[src/rtl/adc_result_fifo.sv]
// rtl/adc_result_fifo.sv - ADC sample FIFO with level/overflow flags and a watermark interrupt.
// Define ADC_FIFO_SIGNED_OUT_EN to return samples as two's complement instead of offset binary.
module adc_result_fifo #(
    parameter int DEPTH  = 8,
    parameter int ADDR_W = 3
) (
    input  logic              clk,
    input  logic              rst_n,
    input  logic              ena,
    input  logic              clear,
    input  logic [15:0]       sample_in,
    input  logic              sample_strobe_in,
    input  logic              rd_req_in,
    output logic [15:0]       rd_data_out,
    output logic              rd_valid_out,
    output logic [ADDR_W:0]   level_out,
    output logic              empty_out,
    output logic              full_out,
    output logic              overflow_out,
    input  logic [ADDR_W:0]   threshold_in,
    output logic              irq_out
);

    localparam logic [ADDR_W:0] LP_DEPTH = (ADDR_W+1)'(DEPTH);
    localparam logic [ADDR_W:0] LP_ONE   = (ADDR_W+1)'(1);

    logic [15:0]       r_mem [DEPTH];
    logic [ADDR_W-1:0] r_wr_ptr;
    logic [ADDR_W-1:0] r_rd_ptr;
    logic [ADDR_W:0]   r_level;
    logic              r_empty;
    logic              r_full;
    logic              r_overflow;
    logic              r_irq;
    logic [15:0]       r_rd_data;
    logic              r_rd_valid;

    logic              w_wr_en;
    logic              w_rd_en;
    logic              w_ovf_set;
    logic [ADDR_W:0]   w_level_nxt;
    logic [15:0]       w_rd_word;

    // A read in the same cycle frees the slot a full FIFO needs for the incoming sample.
    assign w_wr_en   = sample_strobe_in & ena & ~clear & (~r_full | rd_req_in);
    assign w_rd_en   = rd_req_in & ~r_empty & ~clear;
    assign w_ovf_set = sample_strobe_in & ena & r_full & ~rd_req_in;

    always_comb begin
        w_level_nxt = r_level;
        if (w_wr_en && !w_rd_en)
            w_level_nxt = r_level + LP_ONE;
        else if (w_rd_en && !w_wr_en)
            w_level_nxt = r_level - LP_ONE;
    end

`ifdef ADC_FIFO_SIGNED_OUT_EN
    assign w_rd_word = {~r_mem[r_rd_ptr][15], r_mem[r_rd_ptr][14:0]};
`else
    assign w_rd_word = r_mem[r_rd_ptr];
`endif

    // Sample storage carries no reset; the pointers alone define what is valid.
    always_ff @(posedge clk) begin
        if (w_wr_en)
            r_mem[r_wr_ptr] <= sample_in;
    end

    always_ff @(posedge clk or negedge rst_n) begin
        if (!rst_n) begin
            r_wr_ptr   <= '0;
            r_rd_ptr   <= '0;
            r_level    <= '0;
            r_empty    <= 1'b1;
            r_full     <= 1'b0;
            r_overflow <= 1'b0;
            r_irq      <= 1'b0;
            r_rd_data  <= 16'h0000;
            r_rd_valid <= 1'b0;
        end else if (clear) begin
            r_wr_ptr   <= '0;
            r_rd_ptr   <= '0;
            r_level    <= '0;
            r_empty    <= 1'b1;
            r_full     <= 1'b0;
            r_overflow <= 1'b0;
            r_irq      <= 1'b0;
            r_rd_valid <= 1'b0;
        end else begin
            if (w_wr_en)
                r_wr_ptr <= r_wr_ptr + 1'b1;
            if (w_rd_en) begin
                r_rd_ptr  <= r_rd_ptr + 1'b1;
                r_rd_data <= w_rd_word;
            end
            r_rd_valid <= w_rd_en;
            r_level    <= w_level_nxt;
            r_empty    <= (w_level_nxt == '0);
            r_full     <= (w_level_nxt == LP_DEPTH);
            if (w_ovf_set)
                r_overflow <= 1'b1;
            // Watermark compares the level seen this cycle, so irq trails level_out by one edge.
            r_irq <= (threshold_in != '0) && (r_level >= threshold_in);
        end
    end

    assign rd_data_out  = r_rd_data;
    assign rd_valid_out = r_rd_valid;
    assign level_out    = r_level;
    assign empty_out    = r_empty;
    assign full_out     = r_full;
    assign overflow_out = r_overflow;
    assign irq_out      = r_irq;

endmodule

[config.mk]
export PLATFORM = sky130hd
export DESIGN_NAME = adc_result_fifo
export DESIGN_NICKNAME = d
export VERILOG_FILES = /design/src/rtl/adc_result_fifo.sv
export SDC_FILE = /design/constraint.sdc
export NUM_CORES = 1
export LEC_CHECK = 0
export ABC_AREA = 1
export ABC_CLOCK_PERIOD_IN_PS = 2100
export BUFFER_PORTS_ARGS = -buffer_cell sky130_fd_sc_hd__buf_2
export CORE_ASPECT_RATIO = 1.1
export CORE_MARGIN = 2
export CORE_UTILIZATION = 30
export CTS_BUF_LIST = sky130_fd_sc_hd__clkbuf_16
export CTS_CLUSTER_SIZE = 40
export DETAILED_ROUTE_END_ITERATION = 10
export PLACE_DENSITY_LB_ADDON = 0.2
export SETUP_SLACK_MARGIN = 0.5
export SKIP_CTS_REPAIR_TIMING = 1
export SLEW_MARGIN = 0
export SYNTH_ARGS = -nofsm -noshare
export SYNTH_HDL_FRONTEND = slang
export SYNTH_SLANG_ARGS = --single-unit
[constraint.sdc]
create_clock -name clk -period 2.1 [get_ports clk]
set_input_delay 0.105 -clock clk [delete_from_list [all_inputs] [get_ports clk]]
set_output_delay 0.105 -clock clk [all_outputs]
set_load 0.03 [all_outputs]
=== Word-level counts from Yosys, hierarchy flattened ===
Memories as Yosys holds them, arrays and structs flattened. A register that Yosys moved wholly into a read port is not among the register bits.
Index checks and enable logic that the tools add are counted.

* Shift operators: 0
* Add/subtract/negate cells: 4
* Muxes and demuxes: 15
* Divide/modulo/power cells: 0
* Reductions and logical operators: 12
* Multiply operators: 0
* Equality and inequality tests: 1
* Bitwise operators: 12
* Magnitude comparators: 1

{| class="wikitable"
|+ Operators with widths
! operator !! count
|-
| $mux W3 || 4
|-
| $mux W4 || 3
|-
| $mux W1 || 8
|-
| $and A1 B1 Y1 || 7
|-
| $add A3 B1 Y3 const B || 2
|-
| $reduce_bool A2 Y1 || 3
|-
| $add A4 B1 Y4 const B || 1
|-
| $eq A4 B4 Y1 const B || 1
|-
| $ge A4 B4 Y1 || 1
|-
| $logic_not A4 Y1 || 1
|-
| $not A1 Y1 || 4
|-
| $reduce_bool A4 Y1 || 1
|-
| $sub A4 B1 Y4 const B || 1
|-
| $logic_and A1 B1 Y1 || 3
|-
| $logic_not A1 Y1 || 3
|-
| $reduce_and A2 Y1 || 1
|-
| $or A1 B1 Y1 || 1
|}

* Flip-flop bits (word level): 15
* Word-level logic and storage cells: 54
* Bits in latches: 0
* Memories: 1
* Input port bits: 26
* Bits in read-only memories: 0
* RAM bits: 128
* Output and inout bits: 25

{| class="wikitable"
|+ Memories
! name !! depth !! bits a word !! read ports !! clocked after memory_dff !! wr ports !! RTL line !! source
|-
| r_mem || 8 || 16 || 1 || 1 || 1 || 27 || <nowiki>logic [15:0] r_mem [DEPTH];</nowiki>
|}

=== Depth between registers and ports, before layout ===
Gate-level depths: netlist of run 1.

* Depth in word-level cells: 9
* Depth in mapped cells: 12
* Gate-level depth less buffers: 12

=== Worst setup path before layout of run 1 ===
OpenSTA, ideal clock, no wires.

* Kind: register to register
* From: register r_full, in the netlist full_out
* To: memory r_mem[0][0] (enable)
* Arrival time: 1,762 ps
* Period minus slack after synthesis: 2,150 ps
* Setup slack: -50 ps
* Stages on the path, launching flop included: 6
* Library setup time: 388 ps
* Path through: dfrtp_1 -> a21oi_4 -> nand2_1 -> inv_1 -> nand2_1 -> nor2_1

* Cells in the longest elaborated chain, start to end: 5

{| class="wikitable"
|+ Ends and longest elaborated chain
! what !! RTL line !! source
|-
| start: declaration || 32 || <nowiki>logic r_full;</nowiki>
|-
| start signal: assignment || 99 || <nowiki>r_full <= (w_level_nxt == LP_DEPTH);</nowiki>
|-
| $not A1 Y1 || 45 || <nowiki>assign w_wr_en = sample_strobe_in & ena & ~clear & (~r_full | rd_req_in);</nowiki>
|-
| $or A1 B1 Y1 || 45 ||
|-
| $and A1 B1 Y1 || 45 ||
|-
| $mux W1 || 65 || <nowiki>if (w_wr_en)</nowiki>
|-
| $mux W1 (not written as such) || 66 || <nowiki>r_mem[r_wr_ptr] <= sample_in;</nowiki>
|-
| end: declaration || 27 ||
|}

No other way between the ends.

=== Worst setup path in the final report of run 1 ===
* From: register r_empty, in the netlist empty_out
* To: register r_full, in the netlist full_out

* Cells in the longest elaborated chain, start to end: 8
* Elaborated cells between the ends (all ways): 10
* Those cells by class: 1 x eq/ne; 3 x mux; 3 x bitwise; 3 x reduce/logical

{| class="wikitable"
|+ Ends and longest elaborated chain
! what !! RTL line !! source
|-
| start: declaration || 31 || <nowiki>logic r_empty;</nowiki>
|-
| start signal: assignment || 98 || <nowiki>r_empty <= (w_level_nxt == '0);</nowiki>
|-
| $not A1 Y1 * || 46 || <nowiki>assign w_rd_en = rd_req_in & ~r_empty & ~clear;</nowiki>
|-
| $and A1 B1 Y1 * (2 in series) || 46 ||
|-
| $logic_and A1 B1 Y1 or $logic_not A1 Y1 (tied branches) || 53, 51 ||
|-
| $mux W4 or $logic_and A1 B1 Y1 (tied branches) || 53, 51 ||
|-
| $mux W4 * || 51 || <nowiki>if (w_wr_en && !w_rd_en)</nowiki>
|-
| $eq A4 B4 Y1 * || 99 ||
|-
| $mux W1 * || 80 || <nowiki>end else if (clear) begin</nowiki>
|}

Mark *: on every way between the ends. The rest lies on a longest branch, timed or not.
A chain may end at the register's enable or synchronous reset.

==> run_results.csv, run 1 <==
group,metric,value,unit
run_status,status,"finished, violations left",
run_status,violations,"hold timing",
worst_setup_path,cpMaxStageDelayCell,"dfstp_2",
timing,post-route-period-util,75.6,%
detailed_routing,drt_first_pass_iters,5,
worst_setup_path,slowest_delay,0.54,ns
clocking,clock_latency,0.42,ns
worst_hold_path,hold_depth,1,
synthesis,synth_seq_cells,159,
timing,max_freq,0.630,GHz
worst_setup_path,rrSetupSlack,0.51,ns
timing,rsz0062_at_grt,"true",
synthesis,netlist_instances,511,
global_routing,grt_max_degree,68,
worst_setup_path,reg2reg_from,"empty_out",
final_layout,n_fill_cell,2070,
worst_setup_path,r2r_end,"full_out",
timing,finalSetupViolations,0,
synthesis,syn_nets,545,
detailed_routing,vias_per_cell,4.81,
place,globalplace.congestion,0.772,
clocking,cts.sinks,159,
place,dp_slack,0.405,ns
die,start_util,30.3,%
place,dp.cells,845,
synthesis,yosys_warnings,0,
pwr,power_density,1020,nW/um2
place,dpl.hpwl,9940,um
timing,tns,0,ns
pwr,totalPowerFinal,8.10,mW
final_layout,layout_commonest_cell,"edfxtp_1",
place,port_buffers,50,
timing,report.final.slew_viol_count,0,
final_layout,instances_no_fill,884,
worst_setup_path,critical_path_peak_fanout,11,
die,row_count,56,
global_routing,grt_pass1_wl,25400,um
clocking,path_clk_slew,0.06,ns
timing,clock_skew,0.00976,ns
synthesis,synthTopCellsByArea,"edfxtp_1 (60%), dfrtp_1 (12%), o21ai_0 (5.5%)",
final_layout,final_cell_mix,"edfxtp_1 (128), o21ai_0 (70), nor2_1 (68), nand2_1 (61), buf_2 (50)",
synthesis,synthFlopType,"edfxtp_1",
synthesis,syn_area,6410,um2
clocking,cts_tree,"yes",
timing,tightest_slew,0.857,ns
worst_setup_path,crit_chain,"inv_2, nand2_2, nor2_4, buf_8, nand2_2, nand2_2, nor2_2, nor2_1, nor2_2, nand2_1, nor2_2",
flow_run,max-cap-violations,0,
synthesis,synth_top_cell_by_area,"edfxtp_1",
timing,setup_slack,0.512,ns
synthesis,avgSynthCellArea,12.5,um2
global_routing,grtUsageTotal,15.2,%
detailed_routing,drt_iter0_drc,326,
clocking,htreeDepth,4,
worst_setup_path,crit_path_end_kind,"register",
die,die_x,143,um
global_routing,grt-ovfl-total,0,
die,die_area,22600,um2
worst_hold_path,min-delay-start,"sample_in[6]",
detailed_routing,vias,4256,
global_routing,grt_antenna_before_repair,0,
worst_hold_path,hold_path_end,"r_mem[4][6]",
worst_setup_path,cp.arrival,1.94,ns
die,die_y,157,um
timing,min_period,1.59,ns
timing,hold_viol_final,8,
detailed_routing,drc_errors,0,
final_layout,fin_nets,615,
timing,hold_ws,-0.00542,ns
pwr,ir_drop,0.453,mV
worst_setup_path,crit_required,2.45,ns
final_layout,antenna_cells,0,
clocking,cts_buffers,17,
die,core,21200,um2
timing,slew_headroom,42.8,%
synthesis,async_flop_share,19.5,%
die,ioPinCount,51,
synthesis,yosysSeqAreaShare,72.1,%
final_layout,drive_above_1_share,22.6,%
worst_setup_path,cp-start-kind,"register",
worst_hold_path,min-delay-path-class,"in2reg",
final_layout,synthToLayoutAreaGrowth,23.9,%
detailed_routing,wl,15900,um
synthesis,ys_types,30,
detailed_routing,wire_per_inst,18.0,um
worst_setup_path,critPathKind,"reg2reg",
detailed_routing,postRouteAntennaNets,0,
global_routing,grt_pass1_vias,4352,
clocking,cts_buffer_depth,2,
pwr,p_leak,2.99,nW
place,dpl_cell_area,7160,um2
worst_setup_path,rr_worst_depth,11,
synthesis,synth_top_area_share,59.9,%
synthesis,synth_edf_count,128,
final_layout,design_area,7940,um2
clocking,cts-root-buf,"clkbuf_16",
cell type report:
type	instances	area (um2)	share of cell area, %
Multi-Input combinational cell	301	1670	21.1
Timing Repair Buffer	77	537	6.76
Tap cell	290	363	4.57
Clock buffer	17	425	5.36
Clock inverter	15	218	2.74
Sequential cell	159	4630	58.2
Inverter	25	103	1.29
state kept, by name, summed over array words and instances (netlist names), 3 cells and up:
signal	count
level_out	4
r_mem	128
r_rd_ptr	3
r_wr_ptr	3
rd_data_out	16
cells in the mapped netlist, types with 2 or more instances:
cell	number
edfxtp_1	128
nor2_1	77
o21ai_0	70
nand2_1	63
o221ai_1	32
dfrtp_1	30
nand3_1	25
inv_1	22
clkbuf_1	16
buf_2	8
ha_1	8
a21oi_1	4
nand2_2	4
nor3_1	3
a21boi_0	2
buf_6	2
inv_2	2
nand2_4	2
nor2_2	2
power by group:
part           internal, mW  total [mW]  switching (mW)  leakage, nW
clock                  2.11        3.35            1.24        0.318
sequential             3.58        3.69           0.113         1.55
combinational         0.307        1.06           0.748         1.12
through the flow:
stage	hold WS, ns	util [%]
2_1_floorplan	-0.191	-
3_3_place_gp	0.260	33.8
3_5_place_dp	0.272	33.8
4_1_cts	-0.180	36.9
5_1_grt	0.000371	37.5
6_report	-0.00542	37.5
critical path, delay by kind of cell, from the launching register on:
kind	cells	cell delay (ns)
buffers and inverters	2	0.22
DFF	1	0.54
and+or+nand+nor	9	0.75
logic make-up after synthesis:
kind of cell / share of synthesized area (%)
AO/OA/AOI/OAI: 11.0
XOR/XNOR: 0.137
adder cells (fa/ha/maj): 1.56
AND/OR/NAND/NOR: 11.9
buffers and inverters: 3.38
flip-flops: 72.1
worst max-delay path by stage:
stage | slack, ns | depth (start not counted) | to | from
after CTS | 0.38 | 8 | full_out | empty_out
final | 0.51 | 11 | full_out | empty_out
after detailed placement | 0.40 | 8 | full_out | empty_out
after floorplan | 0.43 | 5 | r_mem[0][0] | full_out
after global routing | 0.42 | 11 | full_out | empty_out
after global placement | 0.44 | 8 | full_out | empty_out
per-layer routing:
metal	global-route usage (%)	vias up	wire length [um]	share of wire (%)
met5	0	-	0	0
met4	5.18	0	248	1.6
met3	3.74	20	752	4.7
met2	23.7	108	7440	47
met1	20.6	2127	7450	47
li1	-	2001	-	-
(Power assumes the default switching activity.)
==> inputs of run 2 (changes only) <==
--- a/config.mk
+++ b/config.mk
@@ -6,7 +6,7 @@
 export NUM_CORES = 1
 export LEC_CHECK = 0
 export ABC_AREA = 1
-export ABC_CLOCK_PERIOD_IN_PS = 2100
+export ABC_CLOCK_PERIOD_IN_PS = 1400
 export BUFFER_PORTS_ARGS = -buffer_cell sky130_fd_sc_hd__buf_2
 export CORE_ASPECT_RATIO = 1.1
 export CORE_MARGIN = 2
==> constraint.sdc (replaced) <==
create_clock -name clk -period 1.4 [get_ports clk]
set_input_delay 0.07 -clock clk [delete_from_list [all_inputs] [get_ports clk]]
set_output_delay 0.07 -clock clk [all_outputs]
set_load 0.03 [all_outputs]
==> run 2 against run 1 <==
Effect of this change:
- the run ends with setup timing left
- flip-flop and latch count stayed put
- first-iteration DRC count shrank 13%
- via count rose by 7.5%
- count of clock-buffer cells in the layout is the same
- largest power group unchanged
- highest routed layer unchanged
==> run_results.csv, run 2 (synthesis results as in run 1) <==
group,metric,value,unit
worst_setup_path,slowest_delay,0.42,ns
worst_setup_path,cp-start-kind,"register",
clocking,cts_buffers,17,
worst_setup_path,critPathKind,"reg2reg",
die,die_area,22600,um2
die,ioPinCount,51,
detailed_routing,drt_iter0_drc,284,
final_layout,layout_commonest_cell,"edfxtp_1",
timing,report.final.slew_viol_count,0,
die,row_count,56,
pwr,ir_drop,0.806,mV
final_layout,antenna_cells,0,
detailed_routing,postRouteAntennaNets,0,
final_layout,drive_above_1_share,43.7,%
pwr,p_leak,3.47,nW
global_routing,grt_max_degree,64,
detailed_routing,vias,4574,
detailed_routing,wire_per_inst,18.9,um
die,core,21200,um2
pwr,seqPwrFrac,43.9,%
clocking,cts-root-buf,"clkbuf_16",
worst_setup_path,cp.arrival,1.60,ns
timing,tns,-3.11,ns
timing,slew_headroom,66.5,%
die,die_y,157,um
worst_hold_path,min-delay-path-class,"in2reg",
clocking,cts_tree,"yes",
clocking,path_clk_slew,0.06,ns
final_layout,largest_register,"r_mem",
pwr,pwr-share-comb,19.8,%
timing,rsz0062_at_grt,"true",
timing,min_period,1.47,ns
worst_setup_path,crit_required,1.53,ns
worst_setup_path,crit_path_end_kind,"register",
pwr,power_density,1340,nW/um2
clocking,htreeDepth,4,
global_routing,grt_antenna_before_repair,0,
detailed_routing,drt_first_pass_iters,5,
clocking,clock_latency,0.42,ns
global_routing,grtUsageTotal,14.5,%
place,globalplace.congestion,0.802,
detailed_routing,wl,17900,um
timing,tightest_slew,0.502,ns
clocking,cts.sinks,159,
pwr,pwr-share-clk,36.3,%
flow_run,max-cap-violations,0,
place,dp_slack,-0.101,ns
pwr,totalPowerFinal,12.7,mW
timing,max_freq,0.681,GHz
global_routing,grt_pass1_vias,4323,
final_layout,design_area,9450,um2
pwr,p_switching,3.53,mW
pwr,switching_share,27.8,%
final_layout,synthToLayoutAreaGrowth,47.4,%
global_routing,grt_pass1_wl,23800,um
global_routing,grt-ovfl-total,0,
timing,post-route-period-util,105,%
timing,finalSetupViolations,130,
place,dpl.hpwl,10500,um
run_status,status,"finished, violations left",
place,dpl_cell_area,7600,um2
worst_setup_path,crit_chain,"a21oi_4, nand2_2, clkinv_4, nand2_8, nor2_4, clkbuf_16",
pwr,intPower,9.16,mW
worst_setup_path,critical_path_peak_fanout,8,
timing,setup_slack,-0.0683,ns
clocking,cts_buffer_depth,2,
run_status,violations,"setup timing",
die,die_x,143,um
final_layout,final_cell_mix,"edfxtp_1 (128), nand2_1 (58), nor2_1 (49), buf_6 (35), buf_4 (34)",
place,port_buffers,50,
worst_setup_path,cpMaxStageDelayCell,"dfrtp_2",
timing,hold_viol_final,0,
timing,hold_ws,0.0137,ns
detailed_routing,vias_per_cell,4.83,
die,start_util,30.3,%
timing,clock_skew,0.00846,ns
detailed_routing,drc_errors,0,
final_layout,largest_reg_flops,128,
final_layout,fin_nets,678,
==> run 2: worst max-delay path: cells and delay by family, from the launching register on <==
family / cells / cell delay [ns]
AOI/OAI and AO/OA: 1 / 0.14
buffers and inverters: 2 / 0.29
DFF: 1 / 0.42
and+or+nand+nor: 3 / 0.33
==> run 2: power groups by stage <==
stage	sequential [mW]	clock, mW	combinational [mW]
after global placement	5.61	0	1.67
after global routing	5.60	4.89	2.69
after floorplan	6.05	0	0.604
after CTS	5.52	4.67	1.69
after detailed placement	5.61	0	1.69
final	5.57	4.60	2.51
==> run 2: cell type report <==
type,instances,area (um2)
fillers,1953,11700
flip-flops and latches,159,4630
multi-input cells,301,2230
repair buffers,140,1530
clock buffers,17,425
well taps,290,363
clock inverters,15,163
inverters,25,119
==> run 2: path summary, 6_finish.rpt <==
| path | from | to | slack, ns | cells after the start |
|---|---|---|---|---|
| hold / removal | clear | irq_out | 0.01 | 4 |
| hold reg to reg | rd_data_out[11] | rd_data_out[11] | 0.51 | 2 |
| max in group asynchronous | rst_n | r_wr_ptr[0] | 0.75 | 3 |
| setup / recovery | full_out | r_mem[0][3] | -0.07 | 6 |
| setup reg to reg | full_out | r_mem[0][3] | -0.07 | 6 |
| min in group asynchronous | rst_n | overflow_out | 0.15 | 2 |
==> run 2: layer usage <==
layer / vias to the layer above / GRT usage, % / share of wire [%]
li1: 2124 / - / -
met1: 2308 / 19.6 / 45
met2: 120 / 23.0 / 48
met3: 22 / 3.01 / 4.9
met4: 0 / 5.23 / 1.7
met5: - / 0 / 0
==> run 2: stage by stage <==
step                std cells  utilization [%]
detailed placement        865             35.9
global placement          865             35.9
CTS                       897             38.7
global route              947             44.7
finish                    947             44.7
floorplan                 511                -
==> inputs of run 3 (changes only) <==
--- a/config.mk
+++ b/config.mk
@@ -5,7 +5,6 @@
 export SDC_FILE = /design/constraint.sdc
 export NUM_CORES = 1
 export LEC_CHECK = 0
-export ABC_AREA = 1
 export ABC_CLOCK_PERIOD_IN_PS = 1400
 export BUFFER_PORTS_ARGS = -buffer_cell sky130_fd_sc_hd__buf_2
 export CORE_ASPECT_RATIO = 1.1
==> constraint.sdc (replaced) <==
create_clock -name clk -period 1.4 [get_ports clk]
set_input_delay 0.28 -clock clk [delete_from_list [all_inputs] [get_ports clk]]
set_output_delay 0.28 -clock clk [all_outputs]
set_load 0.03 [all_outputs]
==> run 3 against run 2 <==
Effect of this change:
- the run still ends with setup timing left
- maximum frequency down 22%
- area after synthesis down 2.8%
- worst hold slack better by 0.13 ns
- flip-flop and latch count unchanged
- register-to-register slack worse by 0.40 ns
==> run_results.csv, run 3 <==
group,metric,value,unit
timing,rsz0062_at_grt,"true",
pwr,pwr-share-comb,17.6,%
worst_setup_path,critPathKind,"reg2reg",
timing,report.final.slew_viol_count,0,
worst_setup_path,worstSetupEndpoint,"r_mem[2][9]",
place,dp.cells,672,
worst_setup_path,cp-start-kind,"register",
detailed_routing,vias,3362,
clocking,clock_latency,0.42,ns
final_layout,layout_commonest_cell,"edfxtp_1",
timing,slew_headroom,74.0,%
detailed_routing,drt_first_pass_iters,4,
synthesis,synthTopCellsByArea,"edfxtp_1 (62%), dfrtp_1 (12%), mux4_2 (12%)",
pwr,intPower,9.23,mW
clocking,path_clk_slew,0.06,ns
die,die_x,141,um
final_layout,multi_input_area,1700,um2
worst_setup_path,reg2reg_from,"full_out",
die,die_area,22000,um2
pwr,switching_share,25.0,%
clocking,cts_buffers,17,
detailed_routing,postRouteAntennaNets,0,
worst_setup_path,startpoint,"full_out",
pwr,p_switching,3.07,mW
worst_setup_path,rrSetupSlack,-0.47,ns
worst_setup_path,cpMaxStageDelayCell,"dfrtp_2",
global_routing,grt_max_degree,34,
clocking,cts_tree,"yes",
worst_setup_path,crit_required,1.53,ns
global_routing,grt-ovfl-total,0,
final_layout,design_area,8430,um2
detailed_routing,drt_iter0_drc,124,
global_routing,grt_pass1_wl,20600,um
detailed_routing,vias_per_cell,4.66,
synthesis,ys_types,36,
worst_setup_path,rr_worst_depth,6,
timing,finalSetupViolations,154,
timing,max_freq,0.534,GHz
worst_setup_path,slowest_delay,0.39,ns
synthesis,synthTopCellsByCount,"edfxtp_1 (128), nor2_1 (34), mux4_2 (32), dfrtp_1 (30), a21oi_1 (18)",
synthesis,avgSynthCellArea,19.0,um2
global_routing,grt_pass1_vias,3445,
worst_hold_path,min-delay-path-class,"in2reg",
synthesis,synthFlopType,"edfxtp_1",
detailed_routing,wire_per_inst,19.0,um
clocking,cts-root-buf,"clkbuf_16",
synthesis,synth_seq_cells,159,
timing,hold_viol_final,0,
die,row_count,55,
final_layout,largest_reg_flops,128,
run_status,status,"finished, violations left",
pwr,p_leak,2.98,nW
pwr,pwr-share-clk,37.0,%
final_layout,instances_no_fill,722,
synthesis,async_flop_share,19.5,%
timing,clock_skew,0.00918,ns
place,port_buffers,50,
flow_run,max-cap-violations,0,
synthesis,syn_area,6240,um2
global_routing,grtUsageTotal,13.0,%
pwr,power_density,1460,nW/um2
detailed_routing,wl,13700,um
synthesis,yosysSeqAreaShare,74.1,%
final_layout,antenna_cells,0,
final_layout,largest_register,"r_mem",
global_routing,grt_antenna_before_repair,0,
timing,min_period,1.87,ns
run_status,violations,"setup timing",
pwr,seqPwrFrac,45.4,%
synthesis,synth_top_cell_by_area,"edfxtp_1",
timing,post-route-period-util,134,%
timing,setup_slack,-0.473,ns
synthesis,synth_top_area_share,61.6,%
clocking,cts.sinks,159,
final_layout,synthToLayoutAreaGrowth,35.1,%
synthesis,netlist_instances,329,
clocking,cts_buffer_depth,2,
worst_setup_path,cp.arrival,2.01,ns
place,dpl.hpwl,8700,um
die,core,20500,um2
worst_setup_path,crit_path_end_kind,"register",
worst_setup_path,critical_path_peak_fanout,6,
place,globalplace.congestion,0.702,
die,ioPinCount,51,
pwr,ir_drop,0.863,mV
synthesis,synth_most_common_cell,"edfxtp_1",
worst_setup_path,r2r_end,"r_mem[2][9]",
synthesis,syn_nets,363,
die,start_util,30.4,%
die,die_y,155,um
final_layout,ff_latch_area,4630,um2
final_layout,drive_above_1_share,45.5,%
timing,tightest_slew,0.390,ns
final_layout,final_cell_mix,"edfxtp_1 (128), buf_6 (46), buf_4 (35), mux4_2 (32)",
synthesis,synth_edf_count,128,
synthesis,yosys_warnings,0,
clocking,htreeDepth,4,
detailed_routing,drc_errors,0,
worst_setup_path,crit_chain,"nor2b_4, or2_1, or3_4, buf_12, nor2_4, buf_6",
final_layout,fin_nets,487,
final_layout,n_fill_cell,1872,
place,dpl_cell_area,7290,um2
[run 3: changes by cell type after synthesis, sizes merged, moves of 25 or more]
cell	previous run	this run
nor2	80	34
nand2	69	6
o21ai	70	0
mux4	0	32
o221ai	32	0
nand3	26	1
[run 3: cells by family after synthesis]
kind of cell	count (synthesis)	share of synthesized area [%]
DFF	159	74.1
and+or+nand+nor	58	4.78
muxes	50	14.5
AOI/OAI and AO/OA	26	2.43
buffers and inverters	21	1.65
adders and majority gates	8	1.61
xor gates and xnor gates	7	0.983
[run 3: cell type report]
class / instances / area share [%]
tap: 256 / 3.80
inverter: 6 / 0.297
sequential: 159 / 54.9
timing repair buffer: 120 / 13.9
multi-input combinational: 149 / 20.2
clock inverter: 15 / 1.83
clock buffer: 17 / 5.05
[run 3: per-layer routing]
metal / GRT usage (%) / share of wire [%]
met5: 0 / 0
met4: 4.43 / 1.4
met3: 3.23 / 3.4
met2: 21.2 / 50
met1: 17.0 / 45
[run 3: power by group through the flow]
| stage | sequential, mW | clock [mW] | combinational (mW) |
|---|---|---|---|
| 2_1_floorplan | 6.08 | 0 | 0.605 |
| 3_3_place_gp | 5.61 | 0 | 1.62 |
| 3_5_place_dp | 5.62 | 0 | 1.64 |
| 4_1_cts | 5.53 | 4.69 | 1.64 |
| 5_1_grt | 5.62 | 4.87 | 2.33 |
| 6_report | 5.59 | 4.55 | 2.17 |
[run 3: how the worst min path moves through the flow]
stage	startpoint	endpoint	slack (ns)	depth (start not counted)
6_report	sample_in[11]	r_mem[3][11]	0.14	1
4_1_cts	rst_n	irq_out	-0.25	1
3_3_place_gp	rst_n	irq_out	0.20	1
5_1_grt	sample_in[5]	r_mem[1][5]	0.13	1
3_5_place_dp	rst_n	irq_out	0.21	1
2_1_floorplan	rst_n	full_out	-0.02	0
[run 3: critical path: cells and delay by family (launching register included)]
family | cells | cell delay (ns)
buffers and inverters | 2 | 0.31
flip-flops | 1 | 0.39
AND/OR/NAND/NOR | 4 | 0.88
[run 3: stage by stage]
step	setup TNS [ns]	hold WS [ns]	utilization, %	worst slack [ns]	power, mW
3_5_place_dp	-52.17	0.209	35.6	-0.466	7.26
5_1_grt	-57.39	0.133	41.1	-0.524	12.8
2_1_floorplan	-62.75	-0.0156	-	-0.721	6.69
4_1_cts	-55.82	-0.251	38.4	-0.491	11.9
6_report	-48.21	0.140	41.1	-0.473	12.3
3_3_place_gp	-51.72	0.197	35.6	-0.461	7.23
